[src/rtl/acc_pkg.sv]
// Shared types and widths for the accumulator scheduler.
package acc_pkg;
   localparam int B_W   = 3;
   localparam int Y_W   = 8;
   localparam int LEN_W = 3;

   typedef enum logic {
      IDLE = 1'b0,
      RUN  = 1'b1
   } state_t;
endpackage

[src/rtl/acc_sched_rr_pick2.sv]
// Two-way round-robin pick: on a tie the requester that was not served last wins.
module rr_pick2 (
   input  logic req0,
   input  logic req1,
   input  logic last,
   output logic winner,
   output logic any
);
   assign any    = req0 | req1;
   assign winner = req1 & (~req0 | ~last);
endmodule

[src/rtl/acc_sched.sv]
// Schedules two requesters onto one shared accumulator in fixed-length bursts.
// state | meaning
// IDLE  | accumulator fed add-zero; arbitrate pending/live requests
// RUN   | owner's captured sel/b drive the accumulator; counter runs down to 0
module acc_sched
   import acc_pkg::*;
(
   input  logic             clk,
   input  logic             r,
   input  logic             req0,
   input  logic             req1,
   input  logic             sel0,
   input  logic             sel1,
   input  logic [B_W-1:0]   b0,
   input  logic [B_W-1:0]   b1,
   input  logic [LEN_W-1:0] len0,
   input  logic [LEN_W-1:0] len1,
   output logic             gnt0,
   output logic             gnt1,
   output logic             done0,
   output logic             done1,
   output logic             abort0,
   output logic             abort1,
   output logic             acc_sel,
   output logic [B_W-1:0]   acc_b,
   input  logic [Y_W-1:0]   acc_y,
   output logic             wrap
);
   state_t           state;
   logic             owner;
   logic             last_served;
   logic [LEN_W-1:0] cnt;
   logic             cap_sel;
   logic [B_W-1:0]   cap_b;
   logic [Y_W-1:0]   y_prev;
   logic             pend0;
   logic             pend1;
   logic             pick;
   logic             pick_any;
   logic             owner_req;
   logic             wrap_hit;

   // Requests seen during a burst are latched so a short pulse is not lost.
   rr_pick2 u_pick (
      .req0   (req0 | pend0),
      .req1   (req1 | pend1),
      .last   (last_served),
      .winner (pick),
      .any    (pick_any)
   );

   assign owner_req = owner ? req1 : req0;
   assign wrap_hit  = (state == RUN) && !cap_sel && (cap_b != '0) && (acc_y < y_prev);

   always_ff @(posedge clk or negedge r) begin
      if (!r) begin
         state       <= IDLE;
         owner       <= 1'b0;
         last_served <= 1'b1;
         cnt         <= '0;
         cap_sel     <= 1'b0;
         cap_b       <= '0;
         y_prev      <= '0;
         pend0       <= 1'b0;
         pend1       <= 1'b0;
         gnt0        <= 1'b0;
         gnt1        <= 1'b0;
         done0       <= 1'b0;
         done1       <= 1'b0;
         abort0      <= 1'b0;
         abort1      <= 1'b0;
         acc_sel     <= 1'b0;
         acc_b       <= '0;
         wrap        <= 1'b0;
      end else begin
         y_prev <= acc_y;
         done0  <= 1'b0;
         done1  <= 1'b0;
         abort0 <= 1'b0;
         abort1 <= 1'b0;
         if (wrap_hit) wrap <= 1'b1;
         case (state)
            IDLE: begin
               if (pick_any) begin
                  state   <= RUN;
                  owner   <= pick;
                  cap_sel <= pick ? sel1 : sel0;
                  cap_b   <= pick ? b1 : b0;
                  cnt     <= pick ? len1 : len0;
                  acc_sel <= pick ? sel1 : sel0;
                  acc_b   <= pick ? b1 : b0;
                  gnt0    <= ~pick;
                  gnt1    <= pick;
                  if (pick) pend1 <= 1'b0;
                  else      pend0 <= 1'b0;
               end
            end
            RUN: begin
               if (owner) pend0 <= pend0 | req0;
               else       pend1 <= pend1 | req1;
               if (!owner_req || cnt == '0) begin
                  state       <= IDLE;
                  last_served <= owner;
                  cnt         <= '0;
                  gnt0        <= 1'b0;
                  gnt1        <= 1'b0;
                  acc_sel     <= 1'b0;
                  acc_b       <= '0;
                  // A dropped request takes precedence over reaching terminal count.
                  if (!owner_req) begin
                     abort0 <= ~owner;
                     abort1 <= owner;
                  end else begin
                     done0 <= ~owner;
                     done1 <= owner;
                  end
               end else begin
                  cnt <= cnt - LEN_W'(1);
               end
            end
            default: state <= IDLE;
         endcase
      end
   end
endmodule

[config.mk]
export PLATFORM = sky130hd
export DESIGN_NAME = acc_sched
export DESIGN_NICKNAME = d
export VERILOG_FILES = /design/src/rtl/acc_pkg.sv /design/src/rtl/acc_sched_rr_pick2.sv /design/src/rtl/acc_sched.sv
export SDC_FILE = /design/constraint.sdc
export NUM_CORES = 1
export LEC_CHECK = 0
export CAP_MARGIN = 20
export CORE_MARGIN = 4
export CORE_UTILIZATION = 50
export CTS_BUF_LIST = sky130_fd_sc_hd__clkbuf_2 sky130_fd_sc_hd__clkbuf_4 sky130_fd_sc_hd__clkbuf_8
export DETAILED_ROUTE_END_ITERATION = 16
export GPL_ROUTABILITY_DRIVEN = 0
export PLACE_DENSITY = 0.9
export SETUP_SLACK_MARGIN = 0.15
export SLEW_MARGIN = 20
export SYNTH_ARGS = -nofsm -noshare
export SYNTH_HDL_FRONTEND = slang
export SYNTH_SLANG_ARGS = --single-unit
[constraint.sdc]
create_clock -name clk -period 1.94 [get_ports clk]
set_input_delay 0.388 -clock clk [delete_from_list [all_inputs] [get_ports clk]]
set_output_delay 0.388 -clock clk [all_outputs]
set_load 0.01 [all_outputs]
[Yosys cells after proc, flatten, opt, wreduce, memory -nomap -nowiden]
Cells that the tools add are included.
Cells by class
  bitwise gates (word level): 10
  $add $sub $neg: 1
  muxes and demuxes: 40
  reduce and logical (&&, ||, !) cells: 13
  equality and inequality tests: 6
  order comparisons: 1
Operators with widths (count)
  1-bit two-way mux: 26
  3-bit two-way mux: 6
  1-bit one-hot mux with 2 select lines: 6
  3-bit one-hot mux with 2 select lines: 2
  8-bit < comparator: 1
  2-bit != test (second input constant): 4
  2-bit AND reduction: 3
  3-bit AND reduction: 2
  1-bit inverter: 5
  2-bit by 1-bit != test with 1-bit output (second input constant): 2
  1-bit bitwise OR: 4
  1-bit logical AND: 3
  3-bit zero test: 1
  3-bit nonzero test: 1
  3-bit by 1-bit subtractor with 3-bit output (second input constant): 1
  1-bit zero test: 2
  1-bit bitwise AND: 1
  1-bit logical OR: 1
Storage, ports and cells
  word-level logic and storage cells: 89
  input port bits: 26
  flip-flop bits (word level): 31

[Longest topological paths before layout]
  word-level depth: 7
  mapped depth: 6
  mapped depth without buffers: 6

[Modules after synthesis]
From an unflattened synthesis, not the netlist that was laid out.
Second synthesis, totals
  cells, all modules: 144
  area total of the unflattened synthesis: 1478.9 sq um
By module, submodules not included
  acc_sched: area an instance 1465.2 sq um, seq. area each 777.0 sq um, times used 1, cells each 142
  rr_pick2: area an instance 13.8 sq um, seq. area each 0.0 sq um, times used 1, cells each 2

[Worst setup path after synthesis]
Ideal clock, no wire load.
  path kind: in2reg
  start point: input req1
  end point: register cnt[0]
  setup slack: 0.368 ns
  cell stages on the path: 4
  arrival time: 1.446 ns
  path buffers: 1
  path through: buf_2 o21ai_4 mux2_4 a221o_1
Between the ends
  longest elaborated chain between the ends: 5
  elaborated cells between the ends (all ways): 11
  classes of those cells: eq/ne: 1; mux: 5; bitwise: 3; reduce/logical: 2
RTL lines
  start, declared: line acc_sched.sv:11  | input logic req1,
  1-bit bitwise OR or 1-bit two-way mux (tied branches): line acc_sched.sv:46, acc_sched.sv:52
  1-bit bitwise AND or 1-bit zero test (tied branches)
  3-bit two-way mux or 1-bit logical OR (tied branches): line acc_sched.sv:89, acc_sched.sv:101
  3-bit two-way mux, on equally long branches: line acc_sched.sv:84, acc_sched.sv:101
  3-bit one-hot mux with 2 select lines: line acc_sched.sv:82  | case (state)
  end signal, assigned: line acc_sched.sv:89  | cnt <= pick ? len1 : len0;
  end signal, assigned: line acc_sched.sv:118  | cnt <= cnt - LEN_W'(1);
  end, declared: line acc_sched.sv:32  | logic [LEN_W-1:0] cnt;
Parallel ways exist; a longest one is shown, timed or not. The select of a mux whose other input is x is not followed.
A chain may end at the register's enable or synchronous reset.

[Final worst setup path]
  start point: input req0
  end point: register cap_sel
Between the ends
  longest elaborated chain between the ends: 5
  elaborated cells between the ends (all ways): 7
  classes of those cells: mux: 1; bitwise: 5; reduce/logical: 1
RTL lines
  start, declared: line acc_sched.sv:10  | input logic req0,
  1-bit bitwise OR (*): line acc_sched.sv:45  | .req0 (req0 | pend0),
  1-bit inverter: line acc_sched_rr_pick2.sv:10  | assign winner = req1 & (~req0 | ~last);
  1-bit bitwise OR: line acc_sched_rr_pick2.sv:10
  1-bit bitwise AND: line acc_sched_rr_pick2.sv:10
  1-bit two-way mux: line acc_sched.sv:87  | cap_sel <= pick ? sel1 : sel0;
  end signal, assigned: line acc_sched.sv:87
  end, declared: line acc_sched.sv:33  | logic cap_sel;
Every way passes the cells marked *; elsewhere a longest branch is shown, timed or not.

==> metrics.txt <==
outcome complete, no violations; Top FF cell, synth dfrtp_1; Finished Cell Area 0.00195 mm²; Layout Nets ~210; postcts setup bufs 0; Post-Syn Instances ~130; final period utilization 86.9%; Placed Area 0.00188 mm²; Reg2Reg Launch Point owner; DRC Markers 0; WP buf/inv 1; layout cells sized above 1 around an eighth; Worst-Skew Late Latency about 0.32 ns; final WL between 3 and 4 mm; #FFs+latches synth 31; EDFF count, synth 0; syn_area_per_cell between 10 and 15 µm²; PortBufs 36; number of global-route vias before repair around 1300; crit path to cap_sel; largest net degree at the start of global routing 32; RSZ-0062 raised after global routing false; FMAX between 500 and 600 MHz; DIE AREA between 0.003 and 0.004 mm²; First DRT Iteration DRCs 89; synth warn 0; Overall Power roughly 2500 µW; CORE AREA roughly 0.0028 mm²; filler cell count around 220; hold crit path type in2async; crit path time final 1.69 ns; clk sink count 31; Final TNS setup 0 ns; diodes inserted 0; WL/cell between 10 and 15 µm; pwr dens between 1000 and 1500 mW/mm²; clock buffer count from CTS 5; stages on the worst setup path 5; critical path cell sequence clkdlybuf4s50_1, nor4_2, nor2_1, a32o_1, a21o_1; first-pass GRT wire length around 5.3 mm; WS Path Type in2reg; LEAKAGE 0.000917 µW; Setup crit start req0; Worst path slowest cell clkdlybuf4s50_1; crit path max fanout 5; Worst Tran Pin Value 0.388 ns; Worst VDD drop 0.00117 V; Reg clk slew, reported paths approximately 0.09 ns; depth of the worst register-to-register path 4; largest buffer count on any clock path 2; Layout area overhead 36.0%; Synthesized Nets roughly 160; Vias about 1200; GRT overflow 0; root buffer cell clkbuf_4; Post-Syn Area 0.00144 mm²; post-route ant nets 0; Synth top area share around 52%; CP Launch Type input port; CTS tree done; arrival time worst endpoint roughly 1.9 ns; Max Clock Skew approximately 0.0031 ns; max incr delay on CP approximately 0.53 ns; routed vias/inst about 5.6; CTS HTree Levels 2; width of the chip 61.6 µm; Seq/Total Area, Yosys 54.1%; Synth async-reset ratio 100%; drt pass-1 iters 4; Hold Vio Cnt, Final 0; DPL Wire Length roughly 2.4 mm; Global Route Usage Sum between 10% and 20%; row count 19; Crit path max-delay family simple AND/OR/NAND/NOR gates; cts repair resizes 0; Crit. End Element flip-flop; R2R Setup Slk 0.38 ns; Worst EP required around 2.2 ns; largest area contributor in the netlist dfrtp_1; I/O pin count 37; Final setup viols 0; max_slew headroom between 70 and 80%; antenna violations before repair 0; max_cap viols 0; top area cells in the synthesized netlist dfrtp_1 52%, ha_1 7.8%, inv_1 3.1%, a21oi_1 2.8%, mux2i_1 2.8%; library cells used by synthesis 39; DIE HEIGHT approximately 60 µm; Slew Limit Fails 0; Initial Utilization between 50% and 60%; r2r endpoint gnt0; post-cts hold buffer count 0
==> routing by layer <==
| layer | share of wire, % | global-route usage, % | vias up |
|---|---|---|---|
| met5 | 0 | 0 | - |
| met4 | 0.88 | 6.67 | 0 |
| met3 | 7.3 | 7.34 | 2 |
| met2 | 50 | 32.3 | 34 |
| met1 | 42 | 23.2 | 572 |
| li1 | - | - | 556 |
==> per-stage QoR <==
step	util, %	std cells	setup WS [ns]	hold WS [ns]
after CTS	70.8	208	0.267	0.473
after detailed placement	68.2	200	-0.0811	0.474
after global routing	70.8	208	0.156	0.468
after floorplan	-	128	0.368	0.0924
final	70.8	208	0.255	0.459
after global placement	68.2	200	-0.0223	0.467
==> flip-flops by register name, summed over array words and instances (netlist names) <==
name         cells
owner            1
pend1            1
abort0           1
acc_b            3
cap_b            3
gnt1             1
acc_sel          1
done1            1
wrap             1
cap_sel          1
state            1
last_served      1
done0            1
gnt0             1
y_prev           8
abort1           1
pend0            1
cnt              3
==> cells by family after synthesis <==
kind of cell | Yosys count | synth area share [%]
buffers and inverters | 16 | 4.44
AND/OR/NAND/NOR | 29 | 11.0
AO/OA/AOI/OAI | 37 | 18.0
flip-flops | 31 | 54.1
adder cells (fa/ha/maj) | 9 | 7.84
multiplexers | 6 | 4.62
==> final cells by class <==
| type | count | area, µm² | share of cell area (%) |
|---|---|---|---|
| Inverter | 13 | 48.8 | 2.50 |
| Multi-Input combinational cell | 81 | 596 | 30.5 |
| Tap cell | 31 | 38.8 | 1.99 |
| Clock buffer | 8 | 72.6 | 3.72 |
| Sequential cell | 31 | 777 | 39.8 |
| Timing Repair Buffer | 44 | 420 | 21.5 |
==> cells in the final DEF (no fill, tap or decap), drive strengths merged, types with 3 or more instances in the layout <==
cell type and count:
mux2i 4, clkdlybuf4s50 36, ha 9, nand2 7, nor3 4, clkbuf 8
buf 8, a21o 3, o21ai 10, o2bb2ai 3, dfrtp 30, inv 12
nor2 6, a21oi 8
==> synthesized netlist by cell type (2+ instances only) <==
cell,number
a211o_1,2
a21o_1,3
a21oi_1,8
buf_2,3
dfrtp_1,30
ha_1,9
inv_1,12
mux2i_1,4
nand2_1,7
nand2b_1,2
nand3_1,2
nor2_1,6
nor3_1,4
nor4b_1,2
o21ai_0,7
o22ai_1,2
o2bb2ai_1,3
==> worst min path at each step <==
stage	from	to	cells past startpoint
final	r	y_prev[6]	2
after detailed placement	gnt1	gnt1	1
after CTS	r	abort0	2
after global placement	cap_b[0]	cap_b[0]	2
after global routing	r	y_prev[5]	2
after floorplan	r	abort0	0
==> report_power, final <==
| group | switching (µW) | internal (µW) |
|---|---|---|
| Clock | 211 | 227 |
| Combinational | 499 | 524 |
| Sequential | 172 | 854 |
==> worst register-to-register path: stages (launching register included) <==
cell	delay (ns)
dfrtp_1	0.49
mux2_2	0.40
nand3_1	0.14
nand2_1	0.18
a22o_2	0.25
Power figures use the tool's default switching activity.
